===== config.mk =====
export PLATFORM = sky130hd
export DESIGN_NAME = hsv_pwm_fader_flat
export DESIGN_NICKNAME = d
export VERILOG_FILES = /design/src/rtl/hsv_pwm_fader_if.sv /design/src/rtl/hsv_pwm_fader.sv /design/src/flat_wrapper.sv
export SDC_FILE = /design/constraint.sdc
export NUM_CORES = 1
export LEC_CHECK = 0
export BUFFER_PORTS_ARGS = -buffer_cell sky130_fd_sc_hd__buf_2
export CORE_UTILIZATION = 50
export DETAILED_ROUTE_END_ITERATION = 6
export PLACE_DENSITY_LB_ADDON = 0.3
export SLEW_MARGIN = 40
export SYNTH_ARGS = -nofsm -noshare
export SYNTH_HDL_FRONTEND = slang
export SYNTH_SLANG_ARGS = --single-unit

===== constraint.sdc =====
create_clock -name clk -period 6.4 [get_ports clk]
set_input_delay 1.28 -clock clk [delete_from_list [all_inputs] [get_ports clk]]
set_output_delay 1.28 -clock clk [all_outputs]
set_load 0.1 [all_outputs]

===== src/rtl/hsv_pwm_fader_if.sv =====
// Control and LED/observation signals of the HSV PWM fader, grouped for connection.
interface hsv_pwm_fader_if #(
   parameter int PWM_BITS = 8
);
   logic                  en;
   logic                  mode;
   logic [PWM_BITS-1:0]   brightness;
   logic                  RGB_R;
   logic                  RGB_G;
   logic                  RGB_B;
   logic [PWM_BITS+2:0]   hue;
   logic                  hue_tick;

   modport master (
      output en, mode, brightness,
      input  RGB_R, RGB_G, RGB_B, hue, hue_tick
   );

   modport slave (
      input  en, mode, brightness,
      output RGB_R, RGB_G, RGB_B, hue, hue_tick
   );
endinterface


===== src/rtl/hsv_pwm_fader.sv =====
// Walks an RGB LED around the HSV hue circle, either in six discrete steps or as a
// continuous fade, using a brightness-scaled PWM whose duties update only at frame end.
module hsv_pwm_fader #(
   parameter int PWM_BITS    = 8,
   parameter int STEP_CYCLES = 2000000,
   parameter int FADE_CYCLES = 46875
) (
   input  logic           clk,
   input  logic           rst,
   hsv_pwm_fader_if.slave bus
);
   localparam int HUE_W   = PWM_BITS + 3;
   localparam int LIM_MAX = (STEP_CYCLES > FADE_CYCLES) ? STEP_CYCLES : FADE_CYCLES;
   localparam int IVL_W   = (LIM_MAX > 1) ? $clog2(LIM_MAX) : 1;

   localparam logic [PWM_BITS-1:0] MAX       = {PWM_BITS{1'b1}};
   localparam logic [IVL_W-1:0]    STEP_LAST = IVL_W'(STEP_CYCLES - 1);
   localparam logic [IVL_W-1:0]    FADE_LAST = IVL_W'(FADE_CYCLES - 1);
   localparam logic [HUE_W-1:0]    HUE_LAST  = HUE_W'(6 * (2 ** PWM_BITS) - 1);

   // (c * (b+1)) >> PWM_BITS; the product never exceeds 2*PWM_BITS bits.
   function automatic logic [PWM_BITS-1:0] scale(input logic [PWM_BITS-1:0] c,
                                                 input logic [PWM_BITS-1:0] b);
      logic [PWM_BITS:0]   b1;
      logic [2*PWM_BITS:0] prod;
      b1   = {1'b0, b} + (PWM_BITS+1)'(1);
      prod = (2*PWM_BITS+1)'(c) * (2*PWM_BITS+1)'(b1);
      return prod[2*PWM_BITS-1:PWM_BITS];
   endfunction

   logic [IVL_W-1:0]    ivl_q, ivl_d;
   logic [HUE_W-1:0]    hue_q, hue_d;
   logic                hue_tick_q, hue_tick_d;
   logic [PWM_BITS-1:0] pwm_cnt_q, pwm_cnt_d;
   logic [PWM_BITS-1:0] duty_r_q, duty_r_d, duty_g_q, duty_g_d, duty_b_q, duty_b_d;
   logic                rgb_r_q, rgb_r_d, rgb_g_q, rgb_g_d, rgb_b_q, rgb_b_d;

   logic [2:0]          sector;
   logic [PWM_BITS-1:0] frac, fall;
   logic [PWM_BITS-1:0] c_r, c_g, c_b;
   logic                tick;

   assign sector = hue_q[HUE_W-1:PWM_BITS];
   assign frac   = hue_q[PWM_BITS-1:0];
   assign fall   = MAX - frac;

   always_comb begin
      c_r = '0;
      c_g = '0;
      c_b = '0;
      case (sector)
         3'd0:    begin c_r = MAX;  c_g = frac; end
         3'd1:    begin c_r = fall; c_g = MAX;  end
         3'd2:    begin c_g = MAX;  c_b = frac; end
         3'd3:    begin c_g = fall; c_b = MAX;  end
         3'd4:    begin c_r = frac; c_b = MAX;  end
         3'd5:    begin c_r = MAX;  c_b = fall; end
         default: ;
      endcase
   end

   always_comb begin
      // >= rather than == so a switch to the shorter limit ticks at once instead of wrapping.
      tick       = bus.en && (bus.mode ? (ivl_q >= FADE_LAST) : (ivl_q >= STEP_LAST));
      ivl_d      = ivl_q;
      hue_d      = hue_q;
      hue_tick_d = tick;
      if (bus.en) begin
         ivl_d = tick ? '0 : ivl_q + IVL_W'(1);
      end
      if (tick) begin
         if (bus.mode) begin
            hue_d = (hue_q >= HUE_LAST) ? '0 : hue_q + HUE_W'(1);
         end else begin
            hue_d = (sector >= 3'd5) ? '0 : {sector + 3'd1, {PWM_BITS{1'b0}}};
         end
      end

      pwm_cnt_d = pwm_cnt_q + PWM_BITS'(1);
      duty_r_d  = duty_r_q;
      duty_g_d  = duty_g_q;
      duty_b_d  = duty_b_q;
      if (pwm_cnt_q == MAX) begin
         duty_r_d = scale(c_r, bus.brightness);
         duty_g_d = scale(c_g, bus.brightness);
         duty_b_d = scale(c_b, bus.brightness);
      end
      rgb_r_d = (pwm_cnt_q < duty_r_q);
      rgb_g_d = (pwm_cnt_q < duty_g_q);
      rgb_b_d = (pwm_cnt_q < duty_b_q);
   end

   always_ff @(posedge clk) begin
      if (rst) begin
         ivl_q      <= '0;
         hue_q      <= '0;
         hue_tick_q <= 1'b0;
         pwm_cnt_q  <= '0;
         duty_r_q   <= '0;
         duty_g_q   <= '0;
         duty_b_q   <= '0;
         rgb_r_q    <= 1'b0;
         rgb_g_q    <= 1'b0;
         rgb_b_q    <= 1'b0;
      end else begin
         ivl_q      <= ivl_d;
         hue_q      <= hue_d;
         hue_tick_q <= hue_tick_d;
         pwm_cnt_q  <= pwm_cnt_d;
         duty_r_q   <= duty_r_d;
         duty_g_q   <= duty_g_d;
         duty_b_q   <= duty_b_d;
         rgb_r_q    <= rgb_r_d;
         rgb_g_q    <= rgb_g_d;
         rgb_b_q    <= rgb_b_d;
      end
   end

   assign bus.RGB_R    = rgb_r_q;
   assign bus.RGB_G    = rgb_g_q;
   assign bus.RGB_B    = rgb_b_q;
   assign bus.hue      = hue_q;
   assign bus.hue_tick = hue_tick_q;
endmodule


===== src/flat_wrapper.sv =====
// flat-port wrapper written by rule: the top's interface ports become plain ports
module hsv_pwm_fader_flat 
#(
   parameter int PWM_BITS    = 8,
   parameter int STEP_CYCLES = 2000000,
   parameter int FADE_CYCLES = 46875
)
  (clk, rst, bus_en, bus_mode, bus_brightness, bus_RGB_R, bus_RGB_G, bus_RGB_B, bus_hue, bus_hue_tick);
  hsv_pwm_fader_if #(.PWM_BITS(PWM_BITS)) bus_i ();
  input  logic clk;
  input  logic rst;
  input wire logic [$bits(bus_i.en)-1:0] bus_en;
  input wire logic [$bits(bus_i.mode)-1:0] bus_mode;
  input wire logic [$bits(bus_i.brightness)-1:0] bus_brightness;
  output wire logic [$bits(bus_i.RGB_R)-1:0] bus_RGB_R;
  output wire logic [$bits(bus_i.RGB_G)-1:0] bus_RGB_G;
  output wire logic [$bits(bus_i.RGB_B)-1:0] bus_RGB_B;
  output wire logic [$bits(bus_i.hue)-1:0] bus_hue;
  output wire logic [$bits(bus_i.hue_tick)-1:0] bus_hue_tick;
  assign bus_i.en = bus_en;
  assign bus_i.mode = bus_mode;
  assign bus_i.brightness = bus_brightness;
  assign bus_RGB_R = bus_i.RGB_R;
  assign bus_RGB_G = bus_i.RGB_G;
  assign bus_RGB_B = bus_i.RGB_B;
  assign bus_hue = bus_i.hue;
  assign bus_hue_tick = bus_i.hue_tick;
  hsv_pwm_fader #(.PWM_BITS(PWM_BITS), .STEP_CYCLES(STEP_CYCLES), .FADE_CYCLES(FADE_CYCLES)) u_core (.clk(clk), .rst(rst), .bus(bus_i));
endmodule

==> results of run 1 <==
==> critical path, cell delays in order, from the launching register on <==
cell      delay, ns
dfxtp_2        0.42
ha_1           0.20
ha_1           0.44
inv_1          0.19
o22ai_1        0.42
nand2b_1       0.15
fa_1           0.53
fa_1           0.55
inv_1          0.06
fa_1           0.54
inv_1          0.06
fa_1           0.54
inv_1          0.05
ha_1           0.30
and2_1         0.17
a221oi_1       0.30
buf_4          0.18
and2_1         0.15
a21oi_1        0.07
or4b_1         0.46
a32o_1         0.26
==> state kept, by name (all words and copies together) (netlist names) <==
register	flops
u_core.ivl_q	21
u_core.bus.hue	11
u_core.duty_b_q	8
u_core.duty_g_q	8
u_core.duty_r_q	8
u_core.pwm_cnt_q	8
u_core.bus.RGB_B	1
u_core.bus.RGB_G	1
u_core.bus.RGB_R	1
u_core.bus.hue_tick	1
==> metal layers <==
metal | up-vias | global-route usage (%) | wire, um
li1 | 4372 | - | -
met1 | 4315 | 36.3 | 12400
met2 | 268 | 42.1 | 12100
met3 | 39 | 4.70 | 1760
met4 | 0 | 8.21 | 565
met5 | - | 0 | 0
==> power groups by stage <==
stage / clock network (mW) / registers (mW) / logic [mW]
after floorplan: 0 / 0.460 / 1.09
after global placement: 0 / 0.445 / 1.53
after detailed placement: 0 / 0.445 / 1.56
after CTS: 0.507 / 0.435 / 1.57
after global routing: 0.522 / 0.436 / 1.81
final: 0.497 / 0.436 / 1.59
==> cells by family after synthesis <==
family / after synthesis
adder cells (fa/ha/maj): 247
flip-flops: 68
multiplexers: 2
AND/OR/NAND/NOR: 455
buffers and inverters: 233
XOR/XNOR: 54
AO/OA/AOI/OAI: 221
==> path summary, 6_finish.rpt <==
| kind | from | to | slack [ns] | depth (start not counted) |
|---|---|---|---|---|
| worst min-delay path | u_core.duty_b_q[0] | u_core.duty_b_q[0] | 0.46 | 2 |
| worst min register to register | u_core.duty_b_q[0] | u_core.duty_b_q[0] | 0.46 | 2 |
| worst max-delay path | u_core.bus.hue[8] | u_core.duty_g_q[5] | 0.24 | 20 |
| worst max register to register | u_core.bus.hue[8] | u_core.duty_g_q[5] | 0.24 | 20 |
==> Yosys cell counts, types with 4 or more instances <==
master	number
nor2_1	210
o211ai_1	6
o21bai_1	4
a21o_1	20
a221oi_1	5
xor2_1	23
nand2_1	93
fa_1	120
o21ai_0	30
nand2b_1	28
o21ai_1	5
o21a_1	5
a211oi_1	12
nand3_1	23
clkbuf_1	31
inv_1	182
dfxtp_1	68
ha_1	127
or2_2	16
a21oi_1	66
and2_1	10
nor3_1	11
or3_1	15
buf_2	10
nor2b_1	7
o31ai_1	7
o22ai_1	6
nand4_1	11
a211o_1	5
xnor2_1	31
and3_1	10
a2bb2oi_1	4
a32o_1	6
a31oi_1	9
==> layout make-up <==
cell class / count / area [sq um]
clock buffers: 10 / 229
clock inverters: 6 / 72.6
fillers: 1880 / 8670
inverters: 185 / 694
multi-input cells: 979 / 8090
flip-flops and latches: 68 / 1370
well taps: 270 / 338
repair buffers: 109 / 773
==> repair_timing <==
item	4_1_cts	5_1_grt
setup buffers	0	0
endpoints found under the setup margin	0	5
resized for setup	0	4
==> impl_metrics.py, run 1 <==
metrics = {
    "sta": {
        "fin_crit_ns": 6.16,
        "fmax_mhz": 162,
        "fin_skew_ns": 0.00667,
        "setup_ws_ns": 0.240,
        "worst_hold_slack_ns": 0.456,
        "rsz0062_at_grt": "false",
        "hold_viol": 0,
        "post-route-period-util_pct": 96.3,
        "finalSetupTns_ns": 0,
        "worstMarginPinSlew_ns": 0.808,
        "slew_headroom_pct": 46.0,
        "maxSlewViolCount": 0,
        "setup_viol": 0,
    },
    "final_layout": {
        "final_nets": 1611,
        "design_area_sq_um": 11600,
        "mostFrequentLayoutCells": "210 x nor2_1, 182 x inv_1, 127 x ha_1",
        "drive_above_1_share_pct": 11.7,
        "fin_util_pct": 57.1,
        "diodes": 0,
        "finalNonFillerCells": 1627,
        "syn_to_final_growth_pct": 11.9,
        "mostFrequentLayoutCell": "nor2_1",
    },
    "placed_design": {
        "dp_hpwl_mm": 21.5,
        "placed_area_sq_um": 11200,
        "place_inst": 1610,
        "numPortBuffers": 26,
        "globalplace.congestion": 0.901,
        "dpl_worst_slack_ns": -0.0430,
    },
    "global_route": {
        "grt_max_degree": 45,
        "first_global_vias": 9084,
        "grt_use_total_pct": 26.4,
        "antenna_found_initial": 0,
        "grt_overflow_total": 0,
        "grt_pass1_wl_mm": 44.8,
    },
    "logic_synthesis": {
        "synthesis.nets": 1539,
        "syn_inst": 1280,
        "synth.largest_area_cell": "fa_1",
        "yosys_warnings": 0,
        "synth_simple_gate_area_share_pct": 20.3,
        "synth-adder-area-share_pct": 38.6,
        "synth_edf_count": 0,
        "synth_cell_types": 75,
        "synth_mux_area_share_pct": 0.206,
        "ys_ff_latch": 68,
        "yosysTopAreaCellShare_pct": 23.3,
        "synth_area_leaders": "fa_1 23%, ha_1 15%, dfxtp_1 13%, nor2_1 7.6%, inv_1 6.6%",
        "synth_xor_area_share_pct": 4.58,
        "synthArstFlopShare_pct": 0,
        "synth_compound_area_share_pct": 14.4,
        "ys_seq_area_share_pct": 13.2,
        "syn-mean-instance-area_sq_um": 8.07,
        "synth_area_sq_um": 10300,
        "synth_top_family_by_area": "adder cells",
        "synth_ff_type": "dfxtp_1",
    },
    "flow_run": {
        "drv_cap": 0,
    },
    "critical_path": {
        "startpoint_type": "flip-flop",
        "arrival_ns": 6.39,
        "cp-end-kind": "flip-flop",
        "crit_path_max_fanout": 10,
        "crit_type": "flip-flop to flip-flop",
        "cp.required_ns": 6.63,
    },
    "clocking": {
        "cts.sink_count": 68,
        "ctsLongestPathBuffers": 2,
        "cts_tree": "done",
        "cts_buffers": 9,
        "clkLatencyLatePin_ns": 0.34,
        "cts-root-buf": "clkbuf_16",
        "postCtsHoldBufs": 0,
        "clk_pin_slew_ns": 0.06,
        "htreeDepth": 3,
    },
    "pwr": {
        "power.total_mw": 2.53,
        "p_sw_mw": 1.10,
        "pwr-share-seq_pct": 17.2,
        "vdd_drop_max_v": 0.000234,
        "p_int_mw": 1.43,
        "leakagePower_nw": 5.61,
        "switching_share_pct": 43.5,
        "power_density_nw_per_um2": 218,
        "pwr-share-clk_pct": 19.7,
        "combPwrFrac_pct": 63.1,
    },
    "die": {
        "die_h_um": 146,
        "pin_count": 27,
        "num_rows": 52,
        "die_w_um": 146,
        "start_util_pct": 51.1,
        "die_area_sq_um": 21200,
        "coreArea_sq_um": 20200,
    },
    "detailed_routing": {
        "viasPerCell": 5.53,
        "first_pass_iters": 5,
        "drt_wl_total_mm": 26.8,
        "drt-wirelength-per-cell_um": 16.5,
        "postRouteAntennaNets": 0,
        "drcViolationCount": 0,
        "first_iter_violations": 553,
        "vias": 8994,
    },
    "outcome": {
        "status": "finished clean",
    },
    "hold_path": {
        "hold_path_class": "flip-flop to flip-flop",
    },
}
(Power assumes the default switching activity.)
==> inputs of run 2 (changes only) <==
ABC_AREA = 1   (was not set)
clock period = 7.2 ns   (was 6.4 ns; I/O delays follow)
==> run 2 against run 1 <==
Flip-flop and latch count unchanged. Non-clock buffer count decreased by 65. Critical path depth increased by 4. Critical path type is now primary input to flip-flop.
==> impl_metrics.py, run 2 <==
metrics = {
    "sta": {
        "post-route-period-util_pct": 88.4,
        "hold_viol": 0,
        "worstMarginPinSlew_ns": 0.758,
        "rsz0062_at_grt": "false",
        "fin_crit_ns": 6.37,
        "setup_viol": 0,
        "maxSlewViolCount": 0,
        "slew_headroom_pct": 49.2,
        "finalSetupTns_ns": 0,
        "fin_skew_ns": 0.0134,
        "fmax_mhz": 157,
    },
    "final_layout": {
        "regMostFlops": "u_core.ivl_q",
        "largest_reg_flops": 21,
        "mostFrequentLayoutCells": "346 x inv_1, 332 x nand2_1, 208 x nor2_1",
        "num-fill-cells": 2100,
        "fin_util_pct": 54.5,
        "syn_to_final_growth_pct": 6.89,
        "diodes": 0,
        "mostFrequentLayoutCell": "inv_1",
        "drive_above_1_share_pct": 6.72,
        "final_nets": 1877,
    },
    "clocking": {
        "clk_pin_slew_ns": 0.06,
        "htreeDepth": 3,
        "cts.sink_count": 68,
        "cts_tree": "done",
        "ctsLongestPathBuffers": 2,
        "cts_setup_buffers": 0,
        "cts-root-buf": "clkbuf_16",
        "postCtsHoldBufs": 0,
        "cts_buffers": 9,
        "post_cts_resized": 0,
        "clkLatencyLatePin_ns": 0.35,
    },
    "critical_path": {
        "rrSetupSlack_ns": 1.34,
        "cp-end-kind": "flip-flop",
        "crit_path_max_fanout": 11,
        "rr_worst_depth": 23,
        "startpoint_type": "primary input",
        "arrival_ns": 6.61,
        "cp.required_ns": 7.45,
        "crit_type": "primary input to flip-flop",
    },
    "die": {
        "num_rows": 54,
        "die_area_sq_um": 22800,
        "die_w_um": 151,
        "pin_count": 27,
        "coreArea_sq_um": 21800,
        "start_util_pct": 51.0,
        "die_h_um": 151,
    },
    "detailed_routing": {
        "viasPerCell": 5.15,
        "drt_wl_total_mm": 27.6,
        "postRouteAntennaNets": 0,
        "drt-wirelength-per-cell_um": 14.5,
        "first_pass_iters": 5,
        "drcViolationCount": 0,
        "first_iter_violations": 637,
        "vias": 9792,
    },
    "logic_synthesis": {
        "yosys_warnings": 0,
        "synthArstFlopShare_pct": 0,
        "synth_most_common_cell": "inv_1",
        "synth_edf_count": 0,
        "syn-mean-instance-area_sq_um": 6.97,
        "ys_ff_latch": 68,
        "synth_ff_type": "dfxtp_1",
        "ys_seq_area_share_pct": 12.3,
        "synth_area_leaders": "fa_1 22%, ha_1 14%, dfxtp_1 12%, inv_1 12%, nand2_1 11%",
        "synth_common_cells": "346 x inv_1, 332 x nand2_1, 209 x nor2_1, 127 x ha_1, 120 x fa_1",
        "syn_inst": 1591,
        "synth.largest_area_cell": "fa_1",
        "synth_area_sq_um": 11100,
        "synthesis.nets": 1850,
        "synth_cell_types": 54,
        "yosysTopAreaCellShare_pct": 21.7,
    },
    "global_route": {
        "antenna_found_initial": 0,
        "grt_pass1_wl_mm": 46.6,
        "first_global_vias": 9571,
        "grt_max_degree": 30,
        "grt_overflow_total": 0,
        "grt_use_total_pct": 26.1,
    },
    "placed_design": {
        "dp_hpwl_mm": 22.3,
        "numPortBuffers": 26,
        "globalplace.congestion": 0.915,
    },
    "pwr": {
        "pwr-share-clk_pct": 21.1,
        "vdd_drop_max_v": 0.000257,
        "switching_share_pct": 47.8,
        "power_density_nw_per_um2": 185,
        "pwr-share-seq_pct": 17.7,
        "p_int_mw": 1.14,
        "leakagePower_nw": 6.45,
        "combPwrFrac_pct": 61.2,
        "p_sw_mw": 1.05,
    },
    "hold_path": {
        "min_delay_path_depth": 1,
        "hold_path_class": "flip-flop to flip-flop",
    },
    "outcome": {
        "status": "finished clean",
    },
    "flow_run": {
        "drv_cap": 0,
    },
}
## run 2: logic make-up after synthesis
logic type      after synthesis  synth area share [%]
simple gates                697                  27.2
fa+ha+maj                   247                  36.0
compound gates              163                  8.27
buf+inv                     382                  13.5
xor+xnor                     34                  2.75
flops                        68                  12.3
## run 2: layer usage
layer / GRT usage (%) / vias to the layer above / wire length (um) / share of wire, %
met4: 7.10 / 0 / 540 / 2.0
li1: - / 4952 / - / -
met1: 34.5 / 4550 / 12500 / 46
met2: 43.3 / 254 / 12900 / 47
met3: 4.97 / 36 / 1590 / 5.8
met5: 0 / - / 0 / 0
## run 2: power by group through the flow
stage          sequential (mW)  clock (mW)  combinational, mW
2_1_floorplan            0.412           0               1.01
3_3_place_gp             0.395           0               1.31
3_5_place_dp             0.395           0               1.32
4_1_cts                  0.387       0.472               1.34
5_1_grt                  0.387       0.485               1.57
6_report                 0.387       0.462               1.34
## run 2: worst paths after layout
| kind | start | to |
|---|---|---|
| worst max-delay path | bus_brightness[0] | u_core.duty_r_q[7] |
| worst min-delay path | u_core.pwm_cnt_q[0] | u_core.pwm_cnt_q[0] |
| worst max register to register | u_core.bus.hue[10] | u_core.duty_g_q[7] |
| worst min register to register | u_core.pwm_cnt_q[0] | u_core.pwm_cnt_q[0] |
## run 2: layout make-up
type,count,area (sq um),share of cell area [%]
multi-input combinational,1141,8240,69.5
sequential,68,1360,11.5
inverter,354,1330,11.2
tap,280,350,2.96
timing repair buffer,44,265,2.24
clock buffer,10,239,2.02
clock inverter,6,63.8,0.538
## run 2: stage by stage
step	area (sq um)	worst slack [ns]	cells	hold WS (ns)	power [mW]
finish	11900	0.834	1903	0.505	2.19
global route	11900	0.483	1903	0.550	2.44
CTS	11900	0.865	1903	0.510	2.19
detailed placement	11500	0.498	1887	0.493	1.72
global placement	11500	0.581	1887	0.486	1.71
floorplan	11100	1.06	1591	0.444	1.43
## run 2: critical path, cell delays in order
cell     delay (ns)
buf_2          0.20
ha_1           0.22
and3_4         0.20
nand3_1        0.22
xor2_2         0.22
inv_1          0.37
nor2_1         0.12
fa_1           0.57
fa_1           0.46
fa_1           0.55
inv_1          0.05
fa_1           0.54
inv_1          0.04
ha_1           0.35
a21oi_1        0.17
inv_1          0.06
a31oi_1        0.24
nor2_1         0.07
nor3_1         0.19
nand2_1        0.08
nand2_1        0.06
nand3_1        0.06
nand2_1        0.08
inv_1          0.04
